`src/rtl/mem_arb_pkg.sv`:
```
// Shared definitions for the two-port memory arbiter.
//   state_t          : sequencer states (IDLE, RD_WAIT, WR, RESP)
//   PORT_CPU/HOST    : requester indices (0 = CPU control FSM, 1 = host readback)
//   READ_LAT_DEFAULT : default memory read latency in cycles
package mem_arb_pkg;

  typedef enum logic [1:0] {
    IDLE    = 2'd0,
    RD_WAIT = 2'd1,
    WR      = 2'd2,
    RESP    = 2'd3
  } state_t;

  localparam logic PORT_CPU  = 1'b0;
  localparam logic PORT_HOST = 1'b1;

  localparam int READ_LAT_DEFAULT = 3;

endpackage

```
`src/rtl/arb_rr_pick2.sv`:
```
// Combinational two-way request picker.
//   req0, req1 : pending requests from port 0 / port 1
//   last       : index of the most recently granted port
//   valid      : at least one request is pending
//   idx        : index of the port to grant
// Build option MEM_ARB_FIXED_PRIO_EN: when defined, port 1 wins every tie
// (host preempts CPU); otherwise a tie goes to the port that was not granted
// last (round-robin).
module arb_rr_pick2
  import mem_arb_pkg::*;
(
  input  logic req0,
  input  logic req1,
  input  logic last,
  output logic valid,
  output logic idx
);

`ifdef MEM_ARB_FIXED_PRIO_EN
  // The history bit is still tracked by the caller but plays no part here.
  logic unused_last;
  assign unused_last = last;
`endif

  always_comb begin
    valid = req0 | req1;
    idx   = PORT_CPU;
    if (req0 && req1) begin
`ifdef MEM_ARB_FIXED_PRIO_EN
      idx = PORT_HOST;
`else
      idx = ~last;
`endif
    end else if (req1) begin
      idx = PORT_HOST;
    end
  end

endmodule

```
`src/rtl/mem_port_arbiter.sv`:
```
// Shares one MemReadWrite instance between two requesters with a single
// outstanding access, a fixed-latency read sequencer and a one-cycle done
// pulse per access.
//   clk, rst               : clock, asynchronous active-high reset
//   req/we/addr/wdata{0,1} : level request and access descriptor per port
//   done{0,1}, rdata{0,1}  : completion pulse and read data per port
//   busy                   : sequencer is not IDLE
//   mem_en/ren/wen/addr/din, mem_dout : memory command and read data
// All outputs come straight from registers.
// Build option MEM_ARB_FIXED_PRIO_EN selects fixed host priority on ties
// (handled inside arb_rr_pick2).
module mem_port_arbiter
  import mem_arb_pkg::*;
#(
  parameter int ADDR_W   = 16,
  parameter int DATA_W   = 32,
  parameter int READ_LAT = READ_LAT_DEFAULT
) (
  input  logic              clk,
  input  logic              rst,
  input  logic              req0,
  input  logic              we0,
  input  logic [ADDR_W-1:0] addr0,
  input  logic [DATA_W-1:0] wdata0,
  output logic              done0,
  output logic [DATA_W-1:0] rdata0,
  input  logic              req1,
  input  logic              we1,
  input  logic [ADDR_W-1:0] addr1,
  input  logic [DATA_W-1:0] wdata1,
  output logic              done1,
  output logic [DATA_W-1:0] rdata1,
  output logic              busy,
  output logic              mem_en,
  output logic              mem_ren,
  output logic              mem_wen,
  output logic [ADDR_W-1:0] mem_addr,
  output logic [DATA_W-1:0] mem_din,
  input  logic [DATA_W-1:0] mem_dout
);

  // READ_LAT is legal up to 15, so four bits hold READ_LAT-1.
  localparam int LAT_W = 4;

  state_t                   state_reg, state_next;
  logic [LAT_W-1:0]         lat_cnt_reg, lat_cnt_next;
  logic                     owner_reg, owner_next;
  logic                     last_reg, last_next;
  logic                     mem_en_reg, mem_en_next;
  logic                     mem_ren_reg, mem_ren_next;
  logic                     mem_wen_reg, mem_wen_next;
  logic [ADDR_W-1:0]        mem_addr_reg, mem_addr_next;
  logic [DATA_W-1:0]        mem_din_reg, mem_din_next;
  logic [1:0]               done_reg, done_next;
  logic [1:0][DATA_W-1:0]   rdata_reg, rdata_next;
  logic                     busy_reg, busy_next;

  logic                     grant_valid;
  logic                     grant_idx;
  logic                     sel_we;
  logic [ADDR_W-1:0]        sel_addr;
  logic [DATA_W-1:0]        sel_wdata;

  arb_rr_pick2 u_pick (
    .req0  (req0),
    .req1  (req1),
    .last  (last_reg),
    .valid (grant_valid),
    .idx   (grant_idx)
  );

  assign sel_we    = grant_idx ? we1    : we0;
  assign sel_addr  = grant_idx ? addr1  : addr0;
  assign sel_wdata = grant_idx ? wdata1 : wdata0;

  always_comb begin
    state_next    = state_reg;
    lat_cnt_next  = lat_cnt_reg;
    owner_next    = owner_reg;
    last_next     = last_reg;
    mem_en_next   = mem_en_reg;
    mem_ren_next  = mem_ren_reg;
    mem_wen_next  = mem_wen_reg;
    mem_addr_next = mem_addr_reg;
    mem_din_next  = mem_din_reg;
    rdata_next    = rdata_reg;
    // done is a pulse: it is only ever set on the transition into RESP.
    done_next     = 2'b00;

    case (state_reg)
      IDLE: begin
        if (grant_valid) begin
          owner_next    = grant_idx;
          last_next     = grant_idx;
          mem_en_next   = 1'b1;
          mem_addr_next = sel_addr;
          if (sel_we) begin
            mem_wen_next = 1'b1;
            mem_din_next = sel_wdata;
            state_next   = WR;
          end else begin
            mem_ren_next = 1'b1;
            lat_cnt_next = LAT_W'(READ_LAT - 1);
            state_next   = RD_WAIT;
          end
        end
      end

      RD_WAIT: begin
        // Command is held for READ_LAT cycles; mem_dout is sampled on the
        // last of them.
        if (lat_cnt_reg == '0) begin
          mem_en_next           = 1'b0;
          mem_ren_next          = 1'b0;
          rdata_next[owner_reg] = mem_dout;
          done_next[owner_reg]  = 1'b1;
          state_next            = RESP;
        end else begin
          lat_cnt_next = lat_cnt_reg - 1'b1;
        end
      end

      WR: begin
        mem_en_next          = 1'b0;
        mem_wen_next         = 1'b0;
        done_next[owner_reg] = 1'b1;
        state_next           = RESP;
      end

      RESP: begin
        state_next = IDLE;
      end

      default: begin
        state_next = IDLE;
      end
    endcase

    busy_next = (state_next != IDLE);
  end

  always_ff @(posedge clk or posedge rst) begin
    if (rst) begin
      state_reg    <= IDLE;
      lat_cnt_reg  <= '0;
      owner_reg    <= PORT_CPU;
      last_reg     <= PORT_HOST;   // port 0 wins the first tie
      mem_en_reg   <= 1'b0;
      mem_ren_reg  <= 1'b0;
      mem_wen_reg  <= 1'b0;
      mem_addr_reg <= '0;
      mem_din_reg  <= '0;
      done_reg     <= '0;
      rdata_reg    <= '0;
      busy_reg     <= 1'b0;
    end else begin
      state_reg    <= state_next;
      lat_cnt_reg  <= lat_cnt_next;
      owner_reg    <= owner_next;
      last_reg     <= last_next;
      mem_en_reg   <= mem_en_next;
      mem_ren_reg  <= mem_ren_next;
      mem_wen_reg  <= mem_wen_next;
      mem_addr_reg <= mem_addr_next;
      mem_din_reg  <= mem_din_next;
      done_reg     <= done_next;
      rdata_reg    <= rdata_next;
      busy_reg     <= busy_next;
    end
  end

  assign done0    = done_reg[0];
  assign done1    = done_reg[1];
  assign rdata0   = rdata_reg[0];
  assign rdata1   = rdata_reg[1];
  assign busy     = busy_reg;
  assign mem_en   = mem_en_reg;
  assign mem_ren  = mem_ren_reg;
  assign mem_wen  = mem_wen_reg;
  assign mem_addr = mem_addr_reg;
  assign mem_din  = mem_din_reg;

endmodule

```
`config.mk`:
```
export PLATFORM = sky130hd
export DESIGN_NAME = mem_port_arbiter
export DESIGN_NICKNAME = d
export VERILOG_FILES = /design/src/rtl/mem_arb_pkg.sv /design/src/rtl/arb_rr_pick2.sv /design/src/rtl/mem_port_arbiter.sv
export SDC_FILE = /design/constraint.sdc
export NUM_CORES = 1
export LEC_CHECK = 0
export ABC_AREA = 1
export BUFFER_PORTS_ARGS = -buffer_cell sky130_fd_sc_hd__buf_2
export CAP_MARGIN = 20
export CORE_ASPECT_RATIO = 1.25
export CORE_MARGIN = 8
export CORE_UTILIZATION = 29
export DETAILED_ROUTE_END_ITERATION = 12
export PLACE_DENSITY = 0.63
export SETUP_SLACK_MARGIN = 0.5
export SYNTH_ARGS = -nofsm -noshare
export SYNTH_HDL_FRONTEND = slang
export SYNTH_SLANG_ARGS = --single-unit
```
`constraint.sdc`:
```
create_clock -name clk -period 4.9 [get_ports clk]
set_clock_uncertainty 0.1 [all_clocks]
set_input_delay 0.245 -clock clk [delete_from_list [all_inputs] [get_ports clk]]
set_output_delay 0.245 -clock clk [all_outputs]
set_load 0.01 [all_outputs]
```
==> out/results.ini, run 1 <==
[worst_setup_path]
worstPathCellList = nand2_1, nand2_2, buf_4, nand2_2, nand2_2, nand2_8, inv_6, nand2_1, nand2_1
cp.arrival_ns = 2.85
criticalPathCategory = flip-flop to flip-flop
timing.rr.end = mem_din[30]
crit_required_ns = 5.15
rrSetupSlack_ns = 2.29
crit_path_start_kind = flip-flop
rr_worst_depth = 9
crit_slowest_cell = dfstp_2
cp_max_fo = 34
regToRegStartpoint = last_reg
slowest_delay_ns = 0.53
cp-end-kind = flip-flop

[yosys]
synth_edf_count = 0
synth.avg_cell_area_um2 = 8.74
ys_top_cells_by_area = dfrtp_1 53%, nand2_1 16%, nand2_4 5.7%
synthCells = 674
synth_top_area_share_pct = 53.1
netlist_area_um2 = 5890
synth_commonest_cells = 249 x nand2_1, 125 x dfrtp_1, 62 x o21ai_0
synth-seq-cells = 126
syn_nets = 815
synth.most_common_cell = nand2_1
synth-seq-area-share_pct = 53.6
ys_warn_count = 0
synth_flop_cell = dfrtp_1
synth_top_area_cell = dfrtp_1
synth_cell_types = 24
synthArstFlopShare_pct = 100

[job]
cap_violations = 0

[clocking]
cts_hold_buf = 38
clock_latency_ns = 0.41
cts_setup_buffers = 0
clockBufferDepth = 2
root_buffer = clkbuf_16
cts_max_level = 4
path_clk_slew_ns = 0.06
cts.sinks = 126
cts_made_buffers = 17
cts.repair.resized = 0
cts_tree = built

[route]
via_per_inst = 4.28
vias = 5302
totalWireLength_mm = 18.3
drt_iter0_drc = 116
dr.pass1.iters = 4
wl_per_cell_um = 14.7
drc = 0
ant_nets = 0

[power]
power.leakage_nw = 4.77
max-vdd-ir-drop_mv = 0.233
clockPowerShare_pct = 23.3
power.internal_w = 0.00308
power.density_nw_per_um2 = 616
p_seq_share_pct = 35.7
power.switching_w = 0.00203
power_frac_comb_pct = 41.0
swShare_pct = 39.8

[floorplanning]
start_util_pct = 29.4
rows = 58
die_x_um = 143
die_h_um = 175
dieArea_um2 = 25200
io_pins = 252
core_um2 = 20000

[sta]
max_slew_margin_pct = 47.2
slew_viol_final = 0
setup_tns_ns = 0
setup_viol = 0
hold_viol_final = 0
fmax_mhz = 384
period_share_pct = 53.2
fin_worst_hold_slack_ns = 0.0260
rsz0062_at_grt = false
tightest_slew_ns = 0.791
period_needed_ns = 2.61

[finish]
drive_above_1_share_pct = 37.7
fill_cells = 2003
num_antenna_cells = 0
area_growth_pct = 40.9
nNetsFinal = 1097

[global_routing]
grt-ovfl-total = 0
antenna_found_initial = 1
grtUsageTotal_pct = 14.6
grt_max_degree = 85
grt_pass1_vias = 5598
grt_pass1_wl_mm = 28.8

[placed_design]
gp_congestion = 0.749
detailed_place_hpwl_mm = 13.1
port_buffers = 251

[worst_hold_path]
whs_endpoint = rdata1[6]
hold_path.startpoint = mem_dout[6]
worstHoldPathCells = 3
holdCritPathClass = input port to flip-flop

[status]
status = finished, final reports clean

==> worst max-delay path by stage <==
stage	from	endpoint	cells after the start
floorplan	rst	busy	1
global placement	last_reg	mem_din[30]	9
detailed placement	last_reg	mem_din[30]	9
CTS	last_reg	mem_din[30]	9
global route	last_reg	mem_din[30]	9
finish	last_reg	mem_din[30]	9
==> cell families after synthesis <==
family / Yosys count / share of synthesized area (%)
buffers and inverters: 85 / 7.33
AOI/OAI and AO/OA: 104 / 8.84
adders and majority gates: 7 / 1.49
and+or+nand+nor: 351 / 28.6
xor gates and xnor gates: 1 / 0.149
DFF: 126 / 53.6
==> stage by stage <==
stage | setup WS, ns | power [W] | utilization (%) | cell area (um^2) | std cells
finish | 2.29 | 0.00511 | 41.4 | 8300 | 1239
global route | 2.02 | 0.00554 | 41.4 | 8300 | 1239
CTS | 2.22 | 0.00518 | 41.0 | 8220 | 1235
detailed placement | 2.25 | 0.00391 | 36.4 | 7280 | 1165
global placement | 2.25 | 0.00387 | 36.4 | 7280 | 1165
floorplan | 1.20 | 0.00309 | - | 5890 | 674
==> routing by layer <==
layer	wire length [um]	track usage, %	up-vias
met2	8540	24.1	228
met3	1830	5.65	16
li1	-	-	2658
met5	12	0	-
met4	182	4.22	2
met1	7690	17.2	2398
==> layout make-up <==
cell class / count / area, um^2 / area share, %
Clock buffer: 18 / 439 / 5.29
Clock inverter: 14 / 119 / 1.43
Inverter: 53 / 214 / 2.58
Multi-Input combinational cell: 463 / 2300 / 27.8
Sequential cell: 126 / 3150 / 38.0
Tap cell: 270 / 338 / 4.07
Timing Repair Buffer: 295 / 1730 / 20.8
==> cells in the final DEF, fill, tap and decap left out <==
cell type	count
o21ai_0	62
inv_2	2
inv_6	4
clkinvlp_4	5
buf_16	1
o21ai_1	37
ha_1	7
nand2_4	30
nand2_2	35
bufinv_16	1
clkbuf_16	17
nand2_8	2
buf_12	2
dfrtp_1	125
dfstp_2	1
inv_1	47
xnor2_1	1
nand3_1	8
clkbuf_8	1
nor2_2	2
inv_4	2
nand3_2	1
a21oi_1	5
buf_4	2
clkinv_2	5
buf_2	251
nor2_1	22
clkinv_4	1
dlygate4sd3_1	39
nor3_1	2
nand2_1	249
==> critical path, delay by kind of cell, from the launching register on <==
family	cells	cell delay (ns)
AND/OR/NAND/NOR	7	0.97
buffers and inverters	2	0.88
flip-flops	1	0.53
==> power by group through the flow <==
| stage | registers [W] | logic, W | clock network (W) |
|---|---|---|---|
| 6_report | 0.00182 | 0.00209 | 0.00119 |
| 3_5_place_dp | 0.00183 | 0.00208 | 0 |
| 2_1_floorplan | 0.00204 | 0.00105 | 0 |
| 4_1_cts | 0.00183 | 0.00212 | 0.00124 |
| 5_1_grt | 0.00189 | 0.00236 | 0.00128 |
| 3_3_place_gp | 0.00183 | 0.00204 | 0 |
No activity file was read; power rests on OpenSTA's default activity.
==> inputs of run 2 (changes only) <==
PLACE_DENSITY = 0.65   (was 0.63)
clock period = 2.29 ns   (was 4.9 ns; I/O delays follow)
==> run 2 against run 1 <==
Effect of this change: largest power group unchanged; via count is 9.7% higher; core utilization rose by 5.2 points; register-to-register slack worse by 1.7 ns; non-clock buffer count up 93; die area did not move; total power grew 120%; cell count up 7.6%; clock power increased by 130%.
==> out/results.ini, run 2 (synthesized netlist as in run 1, its figures left out) <==
[placed_design]
detailed_place_hpwl_mm = 13.1
dpl_cell_area_um2 = 7380
port_buffers = 251
placedCellCount = 1171
gp_congestion = 0.804

[sta]
setup_viol = 0
hold_viol_final = 0
fmax_mhz = 586
period_needed_ns = 1.71
period_share_pct = 74.5
rsz0062_at_grt = false
max_slew_margin_pct = 53.5
setup_tns_ns = 0
fin_worst_hold_slack_ns = 0.0598
slew_viol_final = 0
tightest_slew_ns = 0.698

[finish]
final_util_pct = 46.6
area_growth_pct = 58.6
mostFrequentLayoutCells = 251 x buf_2, 249 x nand2_1, 129 x dlygate4sd3_1, 125 x dfrtp_1, 61 x o21ai_0
fill_cells = 1846
finalInstanceArea_um2 = 9340
final_common_cell = buf_2
finalNonFillerCells = 1333
drive_above_1_share_pct = 35.0
nNetsFinal = 1190

[clocking]
cts.sinks = 126
cts_max_level = 4
clock_latency_ns = 0.41
cts_setup_buffers = 0
cts_made_buffers = 17
cts_tree = built
root_buffer = clkbuf_16
path_clk_slew_ns = 0.06
clockBufferDepth = 2

[global_routing]
grtUsageTotal_pct = 16.4
grt_pass1_wl_mm = 32.5
grt_max_degree = 127
grt-ovfl-total = 0
antenna_found_initial = 0
grt_pass1_vias = 6299

[power]
power.leakage_nw = 5.20
power.density_nw_per_um2 = 1220
max-vdd-ir-drop_mv = 0.477

[route]
wl_per_cell_um = 15.3
totalWireLength_mm = 20.5
ant_nets = 0
drt_iter0_drc = 225
via_per_inst = 4.36
dr.pass1.iters = 4
vias = 5817
drc = 0

[worst_setup_path]
cp-end-kind = flip-flop
crit_slowest_cell = dfrtp_1
crit_path_start_kind = flip-flop
slowest_delay_ns = 0.46
crit_required_ns = 2.50
cp-startpoint = state_reg[0]
cp-endpoint = mem_wen
cp.arrival_ns = 1.91
crit_buf_inv = 4
rr_worst_depth = 9
regToRegStartpoint = state_reg[0]
critical_path_depth = 9
cp_top_family = buffers and inverters
timing.rr.end = mem_wen
rrSetupSlack_ns = 0.58
criticalPathCategory = flip-flop to flip-flop
cp_max_fo = 33
worstPathCellList = inv_2, ha_4, nand2_8, inv_8, nand2_8, buf_6, nand2_1, nand2_1, inv_1

[status]
status = finished, final reports clean

[floorplanning]
core_um2 = 20000
die_h_um = 175
start_util_pct = 29.4
io_pins = 252
rows = 58
die_x_um = 143
dieArea_um2 = 25200

[worst_hold_path]
holdCritPathClass = input port to flip-flop

[job]
cap_violations = 0

## run 2: metrics by stage
stage | worst slack [ns] | total power (W)
detailed placement | 0.327 | 0.00841
global route | 0.495 | 0.0123
floorplan | 0.523 | 0.00661
finish | 0.584 | 0.0114
CTS | 0.483 | 0.0115
global placement | 0.396 | 0.00830
## run 2: how the worst min path moves through the flow
stage / start / end / slack, ns / cells past startpoint
floorplan: mem_dout[30] / rdata0[30] / 0.16 / 2
global placement: rst / rdata0[19] / 0.28 / 3
detailed placement: mem_dout[20] / rdata0[20] / 0.28 / 3
CTS: req1 / mem_addr[3] / 0.04 / 4
global route: req1 / mem_addr[2] / 0.09 / 4
finish: req1 / mem_addr[3] / 0.06 / 4
## run 2: report_power, final
part	internal (W)	total, W	switching [W]
logic	0.00190	0.00470	0.00279
registers	0.00332	0.00393	0.000606
clock network	0.00173	0.00278	0.00106
total	0.00695	0.0114	0.00446
## run 2: cell type report
class                   count  area (um^2)  area share, %
diodes                      1         2.50         0.0268
clock inverters            15          185           1.98
inverters                  53          228           2.44
flip-flops and latches    126         3150           33.8
well taps                 270          338           3.62
clock buffers              17          425           4.56
multi-input cells         463         2330           25.0
repair buffers            388         2670           28.6
## run 2: routing by layer
layer	up-vias	wire length, um	track usage [%]
li1	2836	-	-
met1	2669	8120	18.5
met2	277	9560	26.9
met3	35	2240	6.28
met4	0	540	7.33
met5	-	0	0
## run 2: worst min-delay path, cell delays in order
cell and delay, ns:
buf_2 0.13, nand2_4 0.11, nor2_1 0.10, o21ai_1 0.07
## run 2: timing repair
| item | in CTS | in global routing |
|---|---|---|
| gates resized for setup | 8 | 9 |
| hold buffers | 129 | 0 |
| pin swaps | 0 | 0 |
| endpoints found under the setup margin | 66 | 100 |
| endpoints found under the hold margin | 237 | 0 |
==> inputs of run 3 (changes only) <==
PLACE_DENSITY = 0.63   (was 0.65)
clock period = 1.8 ns   (was 2.29 ns; I/O delays follow)
==> run 3 against run 2 <==
Effect of this change: clock power up 40%; worst setup slack worse by 0.43 ns; global-route usage up 2.4 points; count of clock-buffer cells in the layout up 1; cell count up 3.5%; worst hold slack worse by 0.036 ns; sequential power up 30%; combinational power up 73%; register-to-register slack worse by 0.43 ns; final area up 15%; fmax up 3.7%; largest cell class is now non-clock buffers; largest power group unchanged.
==> out/results.ini, run 3 (synthesized netlist as in run 1, its figures left out) <==
[status]
status = finished, final reports clean

[route]
via_per_inst = 4.67
drc = 0
ant_nets = 0
totalWireLength_mm = 25.4
drt_iter0_drc = 295
dr.pass1.iters = 4
vias = 6447
wl_per_cell_um = 18.4

[finish]
final_common_cell = buf_2
area_growth_pct = 82.4
nNetsFinal = 1235
mostFrequentLayoutCells = 251 x buf_2, 159 x nand2_1, 129 x dlygate4sd3_1, 124 x dfrtp_1, 95 x nand2_2
fill_cells = 1646
finalNonFillerCells = 1380
drive_above_1_share_pct = 49.2

[power]
finalPower_w = 0.0171
power.leakage_nw = 5.69
clockPowerShare_pct = 22.7
power.switching_w = 0.00698
power_frac_comb_pct = 47.5
p_seq_share_pct = 29.8
power.internal_w = 0.0101
power.density_nw_per_um2 = 1590
swShare_pct = 40.8
max-vdd-ir-drop_mv = 0.643

[placed_design]
place_ws_ns = 0.0966
detailed_place_hpwl_mm = 13.1
port_buffers = 251
placedCellCount = 1177
gp_congestion = 0.768

[global_routing]
grtUsageTotal_pct = 18.8
grt_max_degree = 71
grt-ovfl-total = 0
antenna_found_initial = 2
grt_pass1_wl_mm = 36.7
grt_pass1_vias = 6753

[worst_setup_path]
cp_max_fo = 11
regToRegStartpoint = last_reg
worstPathCellList = nand2_4, nand2_4, buf_12, buf_12, buf_16, nand2_1, nand2_2, nand2_4, nand2_2
cp-startpoint = last_reg
crit_required_ns = 2.06
slowest_delay_ns = 0.58
cp_top_family = flip-flops
rrSetupSlack_ns = 0.16
cp_common_cell = nand2_4
cp.arrival_ns = 1.90
rr_worst_depth = 9
criticalPathCategory = flip-flop to flip-flop
cp-end-kind = flip-flop
crit_slowest_cell = dfstp_2
crit_path_start_kind = flip-flop
timing.rr.end = mem_din[17]
crit_buf_inv = 3

[clocking]
cts_made_buffers = 17
cts.sinks = 126
cts_tree = built
clock_latency_ns = 0.41
path_clk_slew_ns = 0.06
clockBufferDepth = 2
cts_max_level = 4
root_buffer = clkbuf_16

[floorplanning]
start_util_pct = 29.4
rows = 58
dieArea_um2 = 25200
io_pins = 252
core_um2 = 20000
die_h_um = 175
die_x_um = 143

[sta]
fmax_mhz = 608
slew_viol_final = 0
fin_ws_ns = 0.155
max_slew_margin_pct = 73.8
period_needed_ns = 1.64
hold_viol_final = 0
tightest_slew_ns = 0.393
setup_tns_ns = 0
setup_viol = 0
period_share_pct = 91.4
rsz0062_at_grt = true

[worst_hold_path]
holdCritPathClass = input port to asynchronous set/reset pin

[job]
cap_violations = 0

-- run 3: cell count changes in the layout (fill, tap and decap cells not counted), sizes merged --
| cell | before | now |
|---|---|---|
| clkinv | 7 | 6 |
| clkinvlp | 3 | 2 |
| diode | 1 | 3 |
| buf | 259 | 289 |
| clkbuf | 17 | 23 |
| bufinv | 3 | 5 |
| nand2 | 316 | 325 |
-- run 3: area by class of cell --
cell class	count	area [um^2]	area share, %
timing repair buffer	423	3230	30.1
clock buffer	18	429	3.99
inverter	53	265	2.47
sequential	126	3160	29.4
clock inverter	14	231	2.15
multi-input combinational	472	3070	28.6
timing repair inverter	1	16.3	0.151
tap	270	338	3.14
antenna	3	7.51	0.0699
-- run 3: worst register-to-register path: cells and delay by family, from the launching register on --
kind          cells  cell delay (ns)
flops             1             0.58
simple gates      6             0.47
buf+inv           3             0.44
-- run 3: per-stage QoR --
stage / instance area (um^2) / hold WS (ns) / util (%)
CTS: 10100 / 0.00746 / 50.4
floorplan: 6100 / 0.140 / -
finish: 10700 / 0.0234 / 53.6
global placement: 7550 / -0.109 / 37.7
global route: 10700 / 0.0178 / 53.6
detailed placement: 7550 / -0.108 / 37.7
-- run 3: metal layers --
metal | wire length [um] | track usage, % | vias up
li1 | - | - | 2961
met1 | 9400 | 20.5 | 3056
met2 | 12600 | 32.6 | 350
met3 | 2210 | 5.46 | 80
met4 | 1270 | 9.44 | 0
met5 | 0 | 0 | -
-- run 3: what timing repair did --
| action | in CTS | in global routing |
|---|---|---|
| pin swaps | 11 | 47 |
| hold buffers | 129 | 0 |
| setup buffers | 15 | 5 |
| setup endpoints to repair | 125 | 126 |
| cloned | 12 | 7 |
| hold endpoints to repair | 238 | 0 |
| resized for setup | 77 | 133 |
-- run 3: power by group through the flow --
stage                     clock [W]  sequential, W  combinational, W
after floorplan                   0        0.00558           0.00323
after global placement            0        0.00502           0.00594
after detailed placement          0        0.00501           0.00606
after CTS                   0.00397        0.00499           0.00731
after global routing        0.00409        0.00526           0.00885
final                       0.00388        0.00510           0.00813
-- run 3: worst max path at each step --
stage              endpoint  slack, ns  depth (start not counted)
6_report        mem_din[17]       0.16                          9
5_1_grt         mem_din[17]       0.13                          9
4_1_cts           rdata1[4]       0.25                          7
3_5_place_dp     rdata1[10]        0.1                          7
3_3_place_gp   mem_addr[11]       0.09                          5
2_1_floorplan          busy       0.06                          1
